--- config.mk ---
export PLATFORM = sky130hd
export DESIGN_NAME = multiciclo_control
export DESIGN_NICKNAME = d
export VERILOG_FILES = /design/src/rtl/mips_pkg.sv /design/src/rtl/multiciclo_control.sv
export SDC_FILE = /design/constraint.sdc
export NUM_CORES = 1
export LEC_CHECK = 0
export ABC_AREA = 1
export BUFFER_PORTS_ARGS = -buffer_cell sky130_fd_sc_hd__buf_2
export CORE_AREA = 2 2 44 46
export CTS_BUF_LIST = sky130_fd_sc_hd__clkbuf_16
export CTS_CLUSTER_DIAMETER = 100
export CTS_CLUSTER_SIZE = 24
export DETAILED_ROUTE_END_ITERATION = 10
export DIE_AREA = 0 0 46 48
export PLACE_DENSITY = 0.79
export SETUP_SLACK_MARGIN = 0.3
export SYNTH_ARGS = -nofsm -noshare
export SYNTH_HDL_FRONTEND = slang
export SYNTH_SLANG_ARGS = --single-unit
--- constraint.sdc ---
create_clock -name clk -period 2.3 [get_ports clk]
set_input_delay 0.115 -clock clk [delete_from_list [all_inputs] [get_ports clk]]
set_output_delay 0.115 -clock clk [all_outputs]
set_load 0.01 [all_outputs]
--- src/rtl/mips_pkg.sv ---
// Shared definitions for the multicycle MIPS control path: state encoding,
// opcode constants and the ALUOp / PCSource encodings.
package mips_pkg;

  typedef enum logic [3:0] {
    S_FETCH  = 4'd0,
    S_DECODE = 4'd1,
    S_MEMADR = 4'd2,
    S_MEMRD  = 4'd3,
    S_MEMWB  = 4'd4,
    S_MEMWR  = 4'd5,
    S_EXEC   = 4'd6,
    S_ALUWB  = 4'd7,
    S_BRANCH = 4'd8,
    S_ADDIEX = 4'd9,
    S_ADDIWB = 4'd10,
    S_JUMP   = 4'd11
  } state_e;

  localparam logic [5:0] OP_RTYPE = 6'b000000;
  localparam logic [5:0] OP_LW    = 6'b100011;
  localparam logic [5:0] OP_SW    = 6'b101011;
  localparam logic [5:0] OP_BEQ   = 6'b000100;
  localparam logic [5:0] OP_J     = 6'b000010;
  localparam logic [5:0] OP_ADDI  = 6'b001000;

  localparam logic [1:0] ALUOP_ADD   = 2'b00;
  localparam logic [1:0] ALUOP_SUB   = 2'b01;
  localparam logic [1:0] ALUOP_FUNCT = 2'b10;

  localparam logic [1:0] PCSRC_ALU    = 2'b00;
  localparam logic [1:0] PCSRC_ALUOUT = 2'b01;
  localparam logic [1:0] PCSRC_JUMP   = 2'b10;

  // States that wait on mem_ready and are therefore covered by the timeout.
  function automatic logic is_mem_state(input state_e s);
    logic r;
    case (s)
      S_FETCH, S_MEMRD, S_MEMWR: r = 1'b1;
      default:                   r = 1'b0;
    endcase
    return r;
  endfunction

endpackage

--- src/rtl/multiciclo_control.sv ---
// Multicycle MIPS control FSM with a bounded wait on memory handshakes.
// Control outputs decode from the current state; a timeout aborts to FETCH.
module multiciclo_control
  import mips_pkg::*;
#(
  parameter int unsigned MAX_WAIT = 15
) (
  input  logic       clk,
  input  logic       rst,
  input  logic [5:0] op_code,
  input  logic       Zero,
  input  logic       mem_ready,
  output logic       PCWrite,
  output logic       PCWriteCond,
  output logic       IorD,
  output logic       MemRead,
  output logic       MemWrite,
  output logic       IRWrite,
  output logic       MemtoReg,
  output logic       RegDst,
  output logic       RegWrite,
  output logic       ALUSrcA,
  output logic [1:0] ALUSrcB,
  output logic [1:0] ALUOp,
  output logic [1:0] PCSource,
  output logic       illegal_op,
  output logic       mem_err,
  output logic [3:0] state_o
);

  localparam int unsigned CW = (MAX_WAIT > 1) ? $clog2(MAX_WAIT) : 1;

  state_e        state_q, state_d;
  logic [CW-1:0] wait_q;
  logic          timeout_s;
  logic          zero_unused;

  // The branch decision (PCWriteCond & Zero) is taken in the datapath.
  assign zero_unused = Zero;

  // The last permitted waiting cycle expires unless memory answers in it.
  assign timeout_s = is_mem_state(state_q) && !mem_ready &&
                     (wait_q == CW'(MAX_WAIT - 1));

  assign state_o = state_q;

  // State register.
  always_ff @(posedge clk) begin
    if (rst) begin
      state_q <= S_FETCH;
    end else begin
      state_q <= state_d;
    end
  end

  // Wait counter: restarts on any state change or timeout.
  always_ff @(posedge clk) begin
    if (rst) begin
      wait_q <= '0;
    end else if ((state_d != state_q) || timeout_s) begin
      wait_q <= '0;
    end else if (is_mem_state(state_q) && !mem_ready) begin
      wait_q <= wait_q + CW'(1);
    end else begin
      wait_q <= wait_q;
    end
  end

  // Next-state logic.
  always_comb begin
    state_d = S_FETCH;
    case (state_q)
      S_FETCH: begin
        if (timeout_s)      state_d = S_FETCH;
        else if (mem_ready) state_d = S_DECODE;
        else                state_d = S_FETCH;
      end
      S_DECODE: begin
        case (op_code)
          OP_RTYPE:     state_d = S_EXEC;
          OP_LW, OP_SW: state_d = S_MEMADR;
          OP_BEQ:       state_d = S_BRANCH;
          OP_J:         state_d = S_JUMP;
          OP_ADDI:      state_d = S_ADDIEX;
          default:      state_d = S_FETCH;
        endcase
      end
      S_MEMADR: begin
        if (op_code == OP_SW) state_d = S_MEMWR;
        else                  state_d = S_MEMRD;
      end
      S_MEMRD: begin
        if (timeout_s)      state_d = S_FETCH;
        else if (mem_ready) state_d = S_MEMWB;
        else                state_d = S_MEMRD;
      end
      S_MEMWR: begin
        if (timeout_s || mem_ready) state_d = S_FETCH;
        else                        state_d = S_MEMWR;
      end
      S_EXEC:   state_d = S_ALUWB;
      S_ADDIEX: state_d = S_ADDIWB;
      default:  state_d = S_FETCH;
    endcase
  end

  // Output decode.
  always_comb begin
    PCWrite     = 1'b0;
    PCWriteCond = 1'b0;
    IorD        = 1'b0;
    MemRead     = 1'b0;
    MemWrite    = 1'b0;
    IRWrite     = 1'b0;
    MemtoReg    = 1'b0;
    RegDst      = 1'b0;
    RegWrite    = 1'b0;
    ALUSrcA     = 1'b0;
    ALUSrcB     = 2'b00;
    ALUOp       = ALUOP_ADD;
    PCSource    = PCSRC_ALU;
    illegal_op  = 1'b0;
    mem_err     = timeout_s;
    case (state_q)
      S_FETCH: begin
        MemRead = 1'b1;
        ALUSrcB = 2'b01;
        IRWrite = mem_ready;
        PCWrite = mem_ready;
      end
      S_DECODE: begin
        ALUSrcB = 2'b11;
        case (op_code)
          OP_RTYPE, OP_LW, OP_SW, OP_BEQ, OP_J, OP_ADDI: illegal_op = 1'b0;
          default:                                       illegal_op = 1'b1;
        endcase
      end
      S_MEMADR, S_ADDIEX: begin
        ALUSrcA = 1'b1;
        ALUSrcB = 2'b10;
      end
      S_MEMRD: begin
        MemRead = 1'b1;
        IorD    = 1'b1;
      end
      S_MEMWR: begin
        MemWrite = !timeout_s;
        IorD     = 1'b1;
      end
      S_MEMWB: begin
        RegWrite = 1'b1;
        MemtoReg = 1'b1;
      end
      S_EXEC: begin
        ALUSrcA = 1'b1;
        ALUOp   = ALUOP_FUNCT;
      end
      S_ALUWB: begin
        RegWrite = 1'b1;
        RegDst   = 1'b1;
      end
      S_ADDIWB: RegWrite = 1'b1;
      S_BRANCH: begin
        ALUSrcA     = 1'b1;
        ALUOp       = ALUOP_SUB;
        PCWriteCond = 1'b1;
        PCSource    = PCSRC_ALUOUT;
      end
      S_JUMP: begin
        PCWrite  = 1'b1;
        PCSource = PCSRC_JUMP;
      end
      default: PCWrite = 1'b0;
    endcase
  end

endmodule

==> impl_metrics.py, run 1 <==
metrics = {
    "status": {
        "run_status": "completed",
    },
    "grt": {
        "antenna_found_initial": 0,
        "track_usage_pct": 17.9,
        "grt_max_degree": 10,
        "grt_pass1_wl_um": 3030,
        "grt_pass1_vias": 812,
        "grt-ovfl-total": 0,
    },
    "timing": {
        "rsz0062_at_grt": "false",
        "finalHoldViolations": 0,
        "final.min_clock_period_ps": 1680,
        "fin_setup_tns_ps": 0,
        "slew_headroom_pct": 79.6,
        "final_max_slew_viol_count": 0,
        "worst_pin_slew_ps": 306,
        "setup_viol_count_final": 0,
        "fmax_mhz": 596,
        "post-route-period-util_pct": 73.0,
        "clock_skew_ps": 2.66,
    },
    "die": {
        "initial_core_util_pct": 49.0,
        "core.rowCount": 15,
        "die_h_um": 48,
        "core_mm2": 0.00169,
        "io_pins": 32,
        "die_w_um": 46,
        "die-area_mm2": 0.00221,
    },
    "clocking": {
        "cts_tree": "built",
        "clk-insertion-delay-late_ps": 230,
        "h-tree-depth": 1,
        "clock_path_buffers": 2,
        "clk_pin_slew_ps": 40,
        "cts.sinks": 8,
        "postCtsHoldBufs": 0,
        "cts_root_buf": "clkbuf_16",
        "post_cts_resized": 0,
        "cts_made_buffers": 3,
        "postCtsSetupRepairBufs": 0,
    },
    "finish": {
        "multi_input_area_um2": 529,
        "area_delta_synth_final_pct": 26.6,
        "drive_gt1_share_pct": 25.1,
        "seq_area_um2": 160,
        "finalNetCount": 193,
        "nFillCells": 161,
        "diodes": 0,
    },
    "synth": {
        "ys_ff_latch": 8,
        "synth_compound_area_share_pct": 7.85,
        "synth_cells": 149,
        "synthTopCellsByArea": "dfxtp_1 (19%), nand2_1 (15%), nor2_1 (14%)",
        "synth_common_cells": "nand2_1 (34), nor2_1 (30), inv_1 (29), nand3_1 (15), dfxtp_1 (8)",
        "yosys.area.top_type": "dfxtp_1",
        "synthArstFlopShare_pct": 0,
        "synth_top_family_by_area": "simple AND/OR/NAND/NOR gates",
        "yosysUniqueCellTypes": 21,
        "yosysTopAreaCellShare_pct": 19.3,
        "synth_area_per_cell_um2": 5.56,
        "synth.most_common_cell": "nand2_1",
        "ys_seq_area_share_pct": 19.3,
        "synth_edf_count": 0,
        "synthFlopType": "dfxtp_1",
        "muxShareOfSynthArea_pct": 0,
        "synth_nets": 161,
        "synth-simple-area-share_pct": 49.8,
        "syn_area_um2": 828,
        "yosysWarnings": 0,
        "synthAdderAreaFrac_pct": 3.02,
        "synth-xor-area-share_pct": 3.17,
    },
    "routing": {
        "avgRoutedWirePerCell_um": 9.10,
        "via_per_inst": 4.90,
        "routed-wl-met3_um": 83,
        "drtAntennaViolNets": 0,
        "vias": 961,
        "drc": 0,
        "wirelength_um": 1780,
        "wl_met2_um": 836,
        "maxUsedRoutingLayer": "met3",
        "firstDrtPassIters": 4,
        "wl_met1_um": 863,
        "drtIter0Drc": 14,
    },
    "worst_setup_path": {
        "path_depth": 11,
        "endpoint_kind": "flop",
        "worstSetupPathType": "flop to flop",
        "worstRegToRegCells": 11,
        "path_max_fanout": 9,
        "cp-start-kind": "flop",
        "slowest_delay_ps": 490,
        "slowest_stage": "dfxtp_1",
        "worstPathArrival_ps": 1800,
        "cp_top_family": "simple AND/OR/NAND/NOR gates",
        "required_ps": 2420,
        "crit_chain": "nand2_1, inv_1, nand2_2, nand3_2, nand3_4, a21oi_1, nand3_1, nand2_1, inv_1, nand2_2, nor2_1",
        "path_buf_inv": 2,
    },
    "flow_run": {
        "drv_cap": 0,
    },
    "placed_design": {
        "gp_congestion": 0.844,
        "port_buffers": 30,
        "hpwl_um": 1510,
    },
    "hold_path": {
        "hold_class": "primary input to flop",
        "whs_path_depth": 2,
    },
    "power_and_ir_drop": {
        "power_leakage_uw": 0.000633,
        "max-vdd-ir-drop_v": 0.000676,
        "p_per_area_mw_per_mm2": 493,
        "p_total_uw": 517,
    },
}
[per-layer routing]
| layer | GRT usage [%] | vias up |
|---|---|---|
| li1 | - | 517 |
| met1 | 23.5 | 419 |
| met2 | 31.4 | 25 |
| met3 | 2.26 | 0 |
| met4 | 3.43 | 0 |
| met5 | 0 | - |
[path summary, 6_finish.rpt]
check / start / end / slack [ps]
max reg2reg: state_o[1] / wait_q[1] / 620
max: state_o[1] / wait_q[1] / 620
min: rst / state_o[2] / 120
min reg2reg: wait_q[3] / wait_q[3] / 550
[logic make-up after synthesis]
logic type               Yosys count
buffers and inverters             33
adder cells (fa/ha/maj)            2
AO/OA/AOI/OAI                     12
flip-flops                         8
XOR/XNOR                           3
AND/OR/NAND/NOR                   91
[final cells by class]
class | instances | area share [%]
inverter | 30 | 10.7
timing repair buffer | 30 | 14.3
tap | 17 | 2.03
sequential | 8 | 15.3
clock buffer | 3 | 7.16
multi-input combinational | 108 | 50.5
[cells in the final DEF (no fill, tap or decap)]
cell	Yosys	routed
a21oi_2	1	1
nand3_2	2	2
nand3_4	1	1
clkbuf_16	0	3
nor2_1	30	30
o22ai_1	1	1
ha_1	2	2
xor2_1	3	3
nand2_1	34	34
dfxtp_1	8	8
inv_1	29	29
nor2_4	1	1
o21ai_0	5	5
nor2_2	2	2
nor3_1	1	1
nand3_1	15	15
a21oi_1	5	5
inv_2	1	1
nand4_1	1	1
nand2_2	4	4
buf_2	0	30
[worst register-to-register path: stages, from the launching register on]
cell     delay [ps]
dfxtp_1         490
nand2_1         160
inv_1           100
nand2_2          80
nand3_2         120
nand3_4         110
a21oi_1         180
nand3_1          90
nand2_1          60
inv_1            40
nand2_2          90
nor2_1           50
[flip-flops by register name, indices dropped and copies added (netlist names)]
register / count
state_o: 4
wait_q: 4
[report_power, final]
part	leakage, µW	total (µW)	internal (µW)	switching [µW]
registers	0.0000648	148	143	4.83
logic	0.000531	84.2	31.6	52.6
clock network	0.0000370	285	224	61.6
total	0.000633	517	398	119
[per-stage QoR]
stage | utilization, % | cell area, µm² | hold WS, ps | cells | setup WS, ps
6_report | 62.1 | 1050 | 116 | 196 | 621
5_1_grt | 62.1 | 1050 | 123 | 196 | 434
4_1_cts | 62.1 | 1050 | 118 | 196 | 638
3_5_place_dp | 57.6 | 973 | 350 | 193 | 655
3_3_place_gp | 57.6 | 973 | 340 | 193 | 678
2_1_floorplan | - | 828 | 184 | 149 | 784
(Power assumes the default switching activity.)
==> inputs of run 2 (changes only) <==
--- a/config.mk
+++ b/config.mk
@@ -5,15 +5,15 @@
 export SDC_FILE = /design/constraint.sdc
 export NUM_CORES = 1
 export LEC_CHECK = 0
-export ABC_AREA = 1
+export ABC_AREA = 0
 export BUFFER_PORTS_ARGS = -buffer_cell sky130_fd_sc_hd__buf_2
-export CORE_AREA = 2 2 44 46
+export CORE_AREA = 2 2 48 50
 export CTS_BUF_LIST = sky130_fd_sc_hd__clkbuf_16
 export CTS_CLUSTER_DIAMETER = 100
 export CTS_CLUSTER_SIZE = 24
 export DETAILED_ROUTE_END_ITERATION = 10
-export DIE_AREA = 0 0 46 48
-export PLACE_DENSITY = 0.79
+export DIE_AREA = 0 0 50 52
+export PLACE_DENSITY = 0.72
 export SETUP_SLACK_MARGIN = 0.3
 export SYNTH_ARGS = -nofsm -noshare
 export SYNTH_HDL_FRONTEND = slang
==> constraint.sdc (replaced) <==
create_clock -name clk -period 1.4 [get_ports clk]
set_input_delay 0.07 -clock clk [delete_from_list [all_inputs] [get_ports clk]]
set_output_delay 0.07 -clock clk [all_outputs]
set_load 0.01 [all_outputs]
==> impl_metrics.py, run 2 <==
metrics = {
    "routing": {
        "vias": 1232,
        "drc": 0,
        "drtIter0Drc": 58,
        "avgRoutedWirePerCell_um": 20.6,
        "wirelength_um": 4400,
        "drtAntennaViolNets": 0,
        "via_per_inst": 5.76,
        "firstDrtPassIters": 4,
    },
    "power_and_ir_drop": {
        "seqPwrFrac_pct": 22.5,
        "p_int_uw": 769,
        "combPwrFrac_pct": 30.4,
        "pwr-share-clk_pct": 47.1,
        "p_per_area_mw_per_mm2": 574,
        "switching_power_uw": 301,
        "max-vdd-ir-drop_v": 0.000962,
        "netSwitchingFraction_pct": 28.1,
        "power_leakage_uw": 0.000795,
    },
    "synth": {
        "ys_ff_latch": 8,
        "synthTopCellsByArea": "dfxtp_1 (19%), nor2_1 (7.0%), nor3_1 (4.1%)",
        "synth_edf_count": 0,
        "synth_cells": 111,
        "yosysWarnings": 0,
        "ys_seq_area_share_pct": 18.7,
        "synthArstFlopShare_pct": 0,
        "yosys.area.top_type": "dfxtp_1",
        "yosysUniqueCellTypes": 52,
        "synth_area_per_cell_um2": 7.71,
        "synthFlopType": "dfxtp_1",
        "yosysTopAreaCellShare_pct": 18.7,
        "syn_area_um2": 856,
        "synth_nets": 123,
        "synth.most_common_cell": "nor2_1",
        "synth_common_cells": "nor2_1 (16), dfxtp_1 (8), nand2_1 (7), nor3_1 (7)",
    },
    "flow_run": {
        "drv_cap": 0,
    },
    "finish": {
        "finalNetCount": 199,
        "layout_common_cells": "buf_4 (33), buf_2 (24), buf_6 (21)",
        "seq_area_um2": 176,
        "layout_commonest_cell": "buf_4",
        "diodes": 0,
        "nFillCells": 95,
        "fin_cells": 214,
        "multi_input_area_um2": 927,
        "drive_gt1_share_pct": 74.7,
        "area_delta_synth_final_pct": 118,
    },
    "die": {
        "io_pins": 32,
        "initial_core_util_pct": 40.6,
        "die_h_um": 52,
        "core.rowCount": 17,
        "die_w_um": 50,
        "core_mm2": 0.00211,
        "die-area_mm2": 0.00260,
    },
    "timing": {
        "finalHoldViolations": 0,
        "fmax_mhz": 540,
        "fin_setup_tns_ps": -4700,
        "slew_headroom_pct": 74.3,
        "clock_skew_ps": 8.75,
        "final.min_clock_period_ps": 1850,
        "post-route-period-util_pct": 132,
        "worst_pin_slew_ps": 384,
        "setup_viol_count_final": 22,
        "rsz0062_at_grt": "true",
        "setup_ws_ps": -451,
        "final_max_slew_viol_count": 0,
    },
    "worst_setup_path": {
        "reg2reg_from": "state_o[1]",
        "cp-start-kind": "flop",
        "worstSetupPathType": "flop to flop",
        "endpoint_kind": "flop",
        "crit_start": "state_o[1]",
        "path_max_fanout": 6,
        "worstPathArrival_ps": 1990,
        "required_ps": 1540,
    },
    "clocking": {
        "cts_made_buffers": 3,
        "clk-insertion-delay-late_ps": 240,
        "cts_tree": "built",
        "h-tree-depth": 1,
        "postCtsHoldBufs": 0,
        "cts_root_buf": "clkbuf_16",
        "cts.sinks": 8,
        "clock_path_buffers": 2,
        "clk_pin_slew_ps": 40,
    },
    "grt": {
        "grt_pass1_wl_um": 5620,
        "grt-ovfl-total": 0,
        "grt_pass1_vias": 1194,
        "track_usage_pct": 28.4,
        "antenna_found_initial": 0,
        "grt_max_degree": 13,
    },
    "placed_design": {
        "hpwl_um": 2080,
        "gp_congestion": 0.883,
        "port_buffers": 30,
        "place_inst": 193,
    },
    "status": {
        "failed_checks": "negative setup slack",
        "run_status": "finished, violations left",
    },
    "hold_path": {
        "hold_class": "primary input to flop",
        "holdCritStartpoint": "rst",
    },
}
[run 2: changes by cell type after synthesis, sizes merged, moves of 2 or more]
| cell | change |
|---|---|
| nor4 | +6 |
| nand2b | +2 |
| o41ai | +2 |
| nand3 | -14 |
| nor2 | -16 |
| inv | -28 |
| buf | +5 |
| o32a | +2 |
| or2 | +4 |
| nand2 | -30 |
| nor3 | +8 |
| o21bai | +2 |
| xnor2 | +4 |
| a21oi | -3 |
[run 2: metrics by stage]
stage / hold WS [ps] / worst slack [ps] / utilization (%) / total power (µW) / instance area [µm²]
2_1_floorplan: 130 / -294 / - / 357 / 952
3_3_place_gp: 310 / -294 / 61.9 / 452 / 1300
3_5_place_dp: 310 / -308 / 61.9 / 460 / 1300
4_1_cts: 69.7 / -307 / 77.7 / 988 / 1640
5_1_grt: 110 / -487 / 88.5 / 1090 / 1860
6_report: 106 / -451 / 88.5 / 1070 / 1860
[run 2: area by class of cell]
class,count,share of cell area (%)
multi-input cells,92,49.7
repair buffers,80,34.3
flip-flops and latches,8,9.46
clock buffers,3,4.03
well taps,28,1.88
inverters,2,0.403
clock inverters,1,0.201
[run 2: layer usage]
| metal | global-route usage (%) | vias up | part of all wire (%) |
|---|---|---|---|
| met2 | 53.7 | 67 | 52 |
| met5 | 0 | - | 0 |
| met3 | 3.45 | 18 | 5.6 |
| li1 | - | 551 | - |
| met1 | 31.2 | 596 | 39 |
| met4 | 13.0 | 0 | 3.3 |
[run 2: cells by family after synthesis]
| logic type | Yosys count | synth area share, % |
|---|---|---|
| AO/OA/AOI/OAI | 19 | 16.7 |
| XOR/XNOR | 7 | 8.04 |
| adder cells (fa/ha/maj) | 2 | 2.92 |
| buffers and inverters | 11 | 7.16 |
| flip-flops | 8 | 18.7 |
| multiplexers | 2 | 2.92 |
| AND/OR/NAND/NOR | 62 | 43.6 |
[run 2: worst paths after layout]
check	slack [ps]	depth (start not counted)	endpoint
setup reg to reg	-450	6	wait_q[2]
hold / removal	110	2	state_o[2]
hold reg to reg	690	2	state_o[3]
setup / recovery	-450	6	wait_q[2]
[run 2: worst max-delay path, cell delays in order (launching register included)]
cell and delay (ps):
dfxtp_4 410, buf_6 130, or2b_1 300, o41ai_4 310, nor3_2 110, xnor2_2 200
nor4_1 290
[run 2: power groups by stage]
stage               Combinational (µW)  Clock, µW  Sequential [µW]
CTS                                260        488              239
global route                       339        509              241
floorplan                          110          0              247
finish                             325        505              241
detailed placement                 215          0              244
global placement                   208          0              244
[run 2: what timing repair did]
action	in CTS	in global routing
buffers inserted	8	9
pin swaps	16	21
gates resized for setup	44	34
endpoints found under the setup margin	27	27
